`config.mk`:
```
export PLATFORM = sky130hd
export DESIGN_NAME = apb2_led_pwm
export DESIGN_NICKNAME = d
export VERILOG_FILES = /design/src/rtl/apb2_led_pwm.sv
export SDC_FILE = /design/constraint.sdc
export NUM_CORES = 1
export LEC_CHECK = 0
export CORE_UTILIZATION = 55
export CTS_CLUSTER_SIZE = 10
export DETAILED_ROUTE_END_ITERATION = 16
export PLACE_DENSITY = 0.77
export SYNTH_ARGS = -nofsm -noshare
export SYNTH_HDL_FRONTEND = slang
export SYNTH_SLANG_ARGS = --single-unit
```
`constraint.sdc`:
```
create_clock -name pclk -period 4.2 [get_ports pclk]
set_input_delay 1.05 -clock pclk [delete_from_list [all_inputs] [get_ports pclk]]
set_output_delay 1.05 -clock pclk [all_outputs]
set_load 0.03 [all_outputs]
```
`src/rtl/apb2_led_pwm.sv`:
```
// apb2_led_pwm: APB2 slave (pclk, preset_n, psel/penable/pwrite/paddr/pwdata/pstrb/pprot in; prdata/pready/pslverr out) driving led_state with per-channel PWM and blink
module apb2_led_pwm #(
  parameter int data_width = 32,
  parameter int addr_width = 8,
  parameter int led_count = 4,
  parameter int pwm_width = 8
) (
  input  logic                    pclk,
  input  logic                    preset_n,
  input  logic                    psel,
  input  logic                    penable,
  input  logic                    pwrite,
  input  logic [addr_width-1:0]   paddr,
  input  logic [data_width-1:0]   pwdata,
  input  logic [data_width/8-1:0] pstrb,
  input  logic [2:0]              pprot,
  output logic [data_width-1:0]   prdata,
  output logic                    pready,
  output logic                    pslverr,
  output logic [led_count-1:0]    led_state
);
  localparam int aw = addr_width - 2;
  typedef logic [aw-1:0] wa_t;
  logic [led_count-1:0] enable;
  logic [15:0] prescale;
  logic [15:0] blink_half;
  logic [pwm_width-1:0] duty [led_count];
  logic [led_count-1:0] blink_en;
  logic [15:0] presc_cnt;
  logic [pwm_width-1:0] pwm_cnt;
  logic [15:0] blink_cnt;
  logic blink_phase;
  wa_t wa;
  logic s_en, s_pre, s_bh, s_st, err, access, wr, tick, period_end;
  logic [led_count-1:0] s_ch;
  logic [data_width-1:0] rd_val, m, wv;
  logic unused_ok;
  assign wa = paddr[addr_width-1:2];
  assign s_en = wa == wa_t'(0);
  assign s_pre = wa == wa_t'(1);
  assign s_bh = wa == wa_t'(2);
  assign s_st = wa == wa_t'(3);
  always_comb begin
    s_ch = '0;
    for (int i = 0; i < led_count; i++) s_ch[i] = wa == wa_t'(4 + i);
  end
  assign err = (paddr[1:0] != 2'b00) | ~(s_en | s_pre | s_bh | s_st | (|s_ch)) | (pwrite & s_st);
  assign access = psel & penable & ~pready;
  assign wr = access & pwrite & ~err;
  always_comb begin
    rd_val = '0;
    if (s_en) rd_val[led_count-1:0] = enable;
    if (s_pre) rd_val[15:0] = prescale;
    if (s_bh) rd_val[15:0] = blink_half;
    if (s_st) begin
      rd_val[led_count-1:0] = led_state;
      rd_val[16] = blink_phase;
    end
    for (int i = 0; i < led_count; i++)
      if (s_ch[i]) begin
        rd_val[pwm_width-1:0] = duty[i];
        rd_val[16] = blink_en[i];
      end
  end
  // Writes merge strobed byte lanes into the register's current read-back image.
  always_comb begin
    m = '0;
    for (int b = 0; b < data_width / 8; b++) m[b*8 +: 8] = {8{pstrb[b]}};
  end
  assign wv = (rd_val & ~m) | (pwdata & m);
  assign tick = presc_cnt >= prescale;
  assign period_end = tick & (&pwm_cnt);
  assign unused_ok = &{1'b0, pprot, wv};
  always_ff @(posedge pclk) begin
    if (!preset_n) begin
      enable <= '0;
      prescale <= '0;
      blink_half <= '0;
      blink_en <= '0;
      for (int i = 0; i < led_count; i++) duty[i] <= '0;
      presc_cnt <= '0;
      pwm_cnt <= '0;
      blink_cnt <= '0;
      blink_phase <= 1'b1;
      led_state <= '0;
      pready <= 1'b0;
      pslverr <= 1'b0;
      prdata <= '0;
    end else begin
      pready <= access;
      pslverr <= access & err;
      prdata <= (access & ~pwrite & ~err) ? rd_val : '0;
      if (wr & s_en) enable <= wv[led_count-1:0];
      if (wr & s_pre) prescale <= wv[15:0];
      if (wr & s_bh) blink_half <= wv[15:0];
      for (int i = 0; i < led_count; i++)
        if (wr & s_ch[i]) begin
          duty[i] <= wv[pwm_width-1:0];
          blink_en[i] <= wv[16];
        end
      presc_cnt <= tick ? '0 : presc_cnt + 1'b1;
      if (tick) pwm_cnt <= pwm_cnt + 1'b1;
      if (period_end) begin
        blink_cnt <= (blink_cnt == blink_half) ? '0 : blink_cnt + 1'b1;
        if (blink_cnt == blink_half) blink_phase <= ~blink_phase;
      end
      for (int i = 0; i < led_count; i++)
        led_state[i] <= enable[i] & (duty[i] > pwm_cnt) & (~blink_en[i] | blink_phase);
    end
  end
endmodule

```
[Word-level counts from Yosys, hierarchy flattened]
Memory sizes are Yosys's and may differ from the RTL's.
Cells that the tools add are included.
Storage, ports and cells
  bits in registers: 119
  bits in writable memories: 32
  output and inout port bits: 38
  word-level logic and storage cells: 123
  memories kept: 1
Cells by class
  add/subtract/negate cells: 3
  order comparisons: 5
  equality and inequality tests: 8
  mux-type cells: 31
  bitwise logic cells: 52
  reductions and logical operators: 7
Memory list
  duty: words 4, width 8, rd ports 4, clocked after memory_dff 0, write ports 4, line 27  | logic [pwm_width-1:0] duty [led_count];
Operators with widths (count)
  $mux 8: 8
  $mux 16: 3
  $and 17x17->17: 2
  $add 16x1->16 const B: 2
  $gt 8x8->1: 4
  $and 1x1->1: 24
  $eq 6x3->1 const B: 4
  $mux 1: 18
  $not 17->17: 1
  $or 17x17->17: 1
  $eq 16x16->1: 1
  $ge 16x16->1: 1
  $or 1x1->1: 14
  $eq 6x2->1 const B: 2
  $not 1->1: 10
  $add 8x1->8 const B: 1
  $mux 4: 2
  $reduce_and 8->1: 1
  $eq 6x1->1 const B: 1
  $logic_not 6->1: 1
  $reduce_and 2->1: 2
  $reduce_or 4->1: 1
  $reduce_bool 2->1: 1
  $reduce_or 2->1: 1

[Depth between registers and ports, before layout]
Gate-level depths: netlist (run 1).
  word-level depth: 15
  depth in mapped cells: 10
  mapped depth without buffers: 8

[Worst setup path before layout (run 1)]
No wires, ideal clock.
  path kind: input to register
  start: input paddr[7]
  end: memory duty[0][0], enable pin
  setup time: 0.401 ns
  data arrival time: 3.049 ns
  required time: 3.799 ns
  setup slack: 0.750 ns
  stages on the path: 5
  buffers on the path: 1
  path through: or3_1 -> nor3_2 -> o2111ai_1 -> buf_2 -> o41ai_1
RTL lines
  from (decl): line 13  | input logic [addr_width-1:0] paddr,
  to (decl): line 27

==> results of run 1 <==
final cells by class:
class,count,area [sq um]
fill,1071,4540
multi-input combinational,580,4010
sequential,136,3040
timing repair buffer,74,688
clock buffer,26,542
tap,176,220
inverter,47,176
clock inverter,5,31.3
synthesized netlist by cell type (6+ instances only):
library cell / n / area (sq um)
mux2_2: 6 / 67.6
o21a_1: 10 / 75.1
o311ai_0: 13 / 114
buf_4: 18 / 135
xnor2_1: 23 / 201
inv_1: 46 / 173
a21oi_1: 54 / 270
clkbuf_1: 16 / 60.1
o21ai_0: 26 / 130
and3_1: 9 / 56.3
or3_1: 7 / 43.8
nand2_1: 82 / 308
a22oi_1: 9 / 67.6
a311oi_1: 6 / 52.6
xor2_1: 8 / 70.1
nand2b_1: 6 / 37.5
dfxtp_1: 104 / 2080
buf_2: 14 / 70.1
nand4_1: 14 / 87.6
mux2i_1: 13 / 130
nor2_1: 67 / 251
nand3_1: 17 / 85.1
o22ai_1: 15 / 93.8
ha_1: 51 / 638
nor2b_1: 11 / 68.8
edfxtp_1: 32 / 961
o41ai_1: 7 / 61.3
nor3_1: 23 / 115
kinds of logic after synthesis:
| kind of cell | Yosys count | share of synthesized area |
|---|---|---|
| simple gates | 277 | 0.191 |
| compound gates | 182 | 0.173 |
| flops | 136 | 0.408 |
| buf+inv | 100 | 0.0637 |
| fa+ha+maj | 51 | 0.0855 |
| xor+xnor | 31 | 0.0364 |
| mux | 24 | 0.0416 |
| other cells | 1 | 0.000502 |
worst paths after layout:
check | to | cells after the start | slack, ns | from
setup / recovery | duty[1][5] | 7 | 0.71 | paddr[2]
hold / removal | prescale[8] | 2 | 0.47 | prescale[8]
setup reg to reg | blink_cnt[10] | 8 | 1.20 | prescale[13]
hold reg to reg | prescale[8] | 2 | 0.47 | prescale[8]
per-stage QoR:
step	instances	worst slack, ns
after floorplan	816	0.750
after global placement	1013	0.444
after detailed placement	1013	0.383
after CTS	1044	0.828
after global routing	1044	0.586
final	1044	0.706
state kept, by name (all words and copies together) (netlist names):
register,cells
blink_cnt,16
blink_en,4
blink_half,16
blink_phase,1
duty,32
enable,4
led_state,4
prdata,17
pready,1
presc_cnt,16
prescale,16
pslverr,1
pwm_cnt,8
layer usage:
metal / part of all wire / global-route usage
met5: 0 / 0
met4: 0.025 / 0.108
met3: 0.082 / 0.0613
met2: 0.47 / 0.477
met1: 0.42 / 0.390
tightest hold or removal path, delay by kind of cell (launching register included):
family,cells,cell delay [ns]
AOI/OAI and AO/OA,1,0.05
DFF,1,0.32
and+or+nand+nor,1,0.06
power by group through the flow:
stage / Clock, mW / Combinational, mW / Sequential (mW)
after floorplan: 0 / 0.140 / 1.39
after global placement: 0 / 0.201 / 1.39
after detailed placement: 0 / 0.208 / 1.39
after CTS: 1.45 / 0.211 / 1.36
after global routing: 1.50 / 0.230 / 1.36
final: 1.45 / 0.214 / 1.36
==> flow_summary.toml, run 1 <==
[outcome]
outcome = "finished, final reports clean"

[clocking]
clkTransAtPathRegs_ns = 0.06
cts_max_path_buffers = 2
cts_tree = "done"
cts_num_sinks = 136
clock-root-buffer = "clkbuf_16"
htree_levels = 4
cts_buffers = 17
cts-resized-gates = 0
cts_hold_buf = 0
cts_setup_buffers = 0
clk-insertion-delay-late_ns = 0.43

[setup_path]
max_stage_delay_ns = 0.78
worstPathArrival_ns = 3.66
worst_path_max_delay_cell = "clkdlybuf4s50_1"
crit_buf_inv = 1
path_cells = "clkdlybuf4s50_1, nand2b_1, nor2_2, a221oi_1, a311oi_1, a21oi_2, nor2_1"
path_delay_family = "compound AO/OA/AOI/OAI gates"
cp-start-kind = "input pin"
crit_required_ns = 4.37
crit_path_max_fanout = 10
crit_type = "in2reg"
worstSetupEndpointType = "register"

[timing]
skew_ns = 0.00939
hold_viol = 0
setup_viol = 0
timing_worst_slew_pin_value_ns = 0.835
timing.setup.tns_ns = 0
finalCritPeriodShare = 0.832
rsz0062_at_grt = "no"
slew_headroom = 0.442
whs_ns = 0.475
layout_min_cycle_time_ns = 3.49
slew_violations = 0
fmax_mhz = 286

[finish]
syn2layout_area_growth_pct = 16.6
fin_nets = 959
utilization = 0.657
n_antenna_cell = 0
drive_gt1_frac = 0.101
final_cell_mix = "104 x dfxtp_1, 82 x nand2_1, 67 x nor2_1"
final_area_sq_um = 8710
final_common_cell = "dfxtp_1"

[routing]
drt_iter0_markers = 689
routedWlPerCell_um = 19.4
first_pass_iters = 5
viasPerCell = 6.20
vias = 6478
drc = 0
routed_wl_um = 20300
antenna_left = 0

[die]
die_width_um = 118
fp.coreArea_sq_um = 13200
io_pins = 90
dieArea_sq_um = 14000
start_util = 0.564
die_h_um = 118
num_rows = 42

[min_path]
holdCritPathClass = "reg2reg"

[pwr]
p_int_mw = 2.32
p_sw_frac = 0.233
p_sw_mw = 0.704
power.share.combinational = 0.071
vdd_drop_max_uv = 258
pwr-share-seq = 0.450
powerDensity_nw_per_um2 = 347
p_leak_nw = 3.16
clockPowerShare = 0.479
power_mw = 3.02

[yosys]
yosysUniqueCellTypes = 73
seq_area_frac_synth = 0.408
synth_flop_cell = "dfxtp_1"
synth-warning-count = 0
async_reset_ff_frac = 0
ys_ff_latch = 136
synth_edf_count = 32
syn_inst = 802
synth_area_sq_um = 7460
syn_avg_cell_area_sq_um = 9.31

[placed_design]
gp_congestion = 0.920
placed_area_sq_um = 8130
dp_hpwl_um = 14700
io_buffer_count = 55

[run]
maxCapViolCount = 0

[grt]
antenna_found_initial = 0
grt_pass1_vias = 6359
gr-total-overflow = 0
grt_usage = 0.295
grt_max_degree = 35
grt_pass1_wl_um = 32100
No activity file was read; power rests on OpenSTA's default activity.
==> run 2: changes to the inputs <==
==> constraint.sdc (replaced) <==
create_clock -name pclk -period 3.5 [get_ports pclk]
set_input_delay 0.875 -clock pclk [delete_from_list [all_inputs] [get_ports pclk]]
set_output_delay 0.875 -clock pclk [all_outputs]
set_load 0.03 [all_outputs]
==> flow_summary.toml, run 2 (synthesis gave the netlist of run 1 again) <==
[setup_path]
crit_path_max_fanout = 12
crit_type = "in2reg"
worstSetupEndpointType = "register"
worstSetupStartpoint = "paddr[7]"
worstPathArrival_ns = 3.50
max_stage_delay_ns = 0.69
crit_buf_inv = 1
worst_path_max_delay_cell = "or4b_4"
r2r_start = "prescale[13]"
path_cells = "clkdlybuf4s50_1, or4b_4, nor2_2, a221oi_1, a311oi_1, a21oi_2, nor2_1"
crit_required_ns = 3.78
path_delay_family = "simple AND/OR/NAND/NOR gates"
reg2reg_depth = 9
cp-start-kind = "input pin"
cp.depth = 7

[die]
die_width_um = 118
start_util = 0.564
dieArea_sq_um = 14000
io_pins = 90
fp.coreArea_sq_um = 13200
die_h_um = 118
num_rows = 42

[finish]
final_area_sq_um = 8870
seqCellArea_sq_um = 3040
largest_reg_flops = 32
final_cell_mix = "104 x dfxtp_1, 82 x nand2_1, 67 x nor2_1"
fin_nets = 974
final_common_cell = "dfxtp_1"
reg.largest.list = "duty: 32 flops, prdata: 17 flops"
drive_gt1_frac = 0.119
regMostFlops = "duty"
fillers = 1029
syn2layout_area_growth_pct = 18.8
n_antenna_cell = 0
multi_input_area_sq_um = 4010

[clocking]
cts_max_path_buffers = 2
cts_setup_buffers = 0
cts_hold_buf = 0
cts-resized-gates = 0
clock-root-buffer = "clkbuf_16"
cts_num_sinks = 136
clkTransAtPathRegs_ns = 0.06
clk-insertion-delay-late_ns = 0.44
htree_levels = 4
cts_tree = "done"
cts_buffers = 17

[grt]
grt_pass1_wl_um = 31500
grt_max_degree = 46
antenna_found_initial = 0
grt_pass1_vias = 6200
gr-total-overflow = 0
grt_usage = 0.289

[routing]
first_pass_iters = 6
routed_wl_um = 19500
viasPerCell = 6.10
vias = 6467
drt_iter0_markers = 730
antenna_left = 0
routedWlPerCell_um = 18.4
drc = 0

[placed_design]
io_buffer_count = 55
dp_hpwl_um = 14400
placed_area_sq_um = 8270
gp_congestion = 0.916

[min_path]
hold_depth = 1
hp-start = "presc_cnt[0]"
holdCritPathClass = "reg2reg"

[timing]
fmax_mhz = 310
layout_min_cycle_time_ns = 3.22
skew_ns = 0.00881
hold_viol = 0
whs_ns = 0.472
timing_worst_slew_pin_value_ns = 1.11
finalCritPeriodShare = 0.921
timing.setup.tns_ns = 0
slew_headroom = 0.255
slew_violations = 0
setup_viol = 0
rsz0062_at_grt = "no"

[outcome]
outcome = "finished, final reports clean"

[run]
maxCapViolCount = 0

[pwr]
vdd_drop_max_uv = 289
powerDensity_nw_per_um2 = 419
p_leak_nw = 3.24
==> run 2: worst register-to-register path, cell delays in order (launching register included) <==
cell and delay, ns:
dfxtp_1 0.38, inv_1 0.06, ha_1 0.31, a211oi_1 0.23, nor2_1 0.06, or3_1 0.35
a211oi_2 0.42, buf_4 0.37, nor3b_1 0.10, mux2_2 0.29
==> run 2: cell type report <==
| class | count | share of cell area |
|---|---|---|
| Timing Repair Buffer | 89 | 0.0931 |
| Inverter | 47 | 0.0199 |
| Tap cell | 176 | 0.0248 |
| Multi-Input combinational cell | 580 | 0.452 |
| Clock buffer | 18 | 0.0508 |
| Sequential cell | 136 | 0.343 |
| Clock inverter | 14 | 0.0164 |
==> run 2: final timing paths <==
check | endpoint | slack [ns]
worst max-delay path | duty[0][7] | 0.28
worst min-delay path | presc_cnt[0] | 0.47
worst max register to register | blink_phase | 0.81
worst min register to register | presc_cnt[0] | 0.47
==> run 2: power breakdown <==
part	total (mW)	switching [mW]	leakage (nW)	internal, mW
clock network	1.82	0.730	0.284	1.09
registers	1.63	0.0135	1.18	1.62
logic	0.260	0.151	1.77	0.109
==> run 2: per-stage QoR <==
stage / utilization / setup WS [ns] / cells / power (mW)
5_1_grt: 0.670 / 0.0438 / 1060 / 3.81
6_report: 0.670 / 0.277 / 1060 / 3.71
4_1_cts: 0.670 / 0.307 / 1060 / 3.73
3_3_place_gp: 0.625 / -0.0636 / 1028 / 1.91
3_5_place_dp: 0.625 / -0.129 / 1028 / 1.92
2_1_floorplan: - / 0.225 / 816 / 1.83
==> run 2: per-layer routing <==
| layer | vias up | part of all wire | global-route usage | wire, um |
|---|---|---|---|---|
| met5 | - | 0 | 0 | 0 |
| met1 | 3097 | 0.45 | 0.390 | 8690 |
| met3 | 47 | 0.068 | 0.0671 | 1330 |
| li1 | 3037 | - | - | - |
| met4 | 0 | 0.024 | 0.107 | 463 |
| met2 | 286 | 0.46 | 0.453 | 9030 |
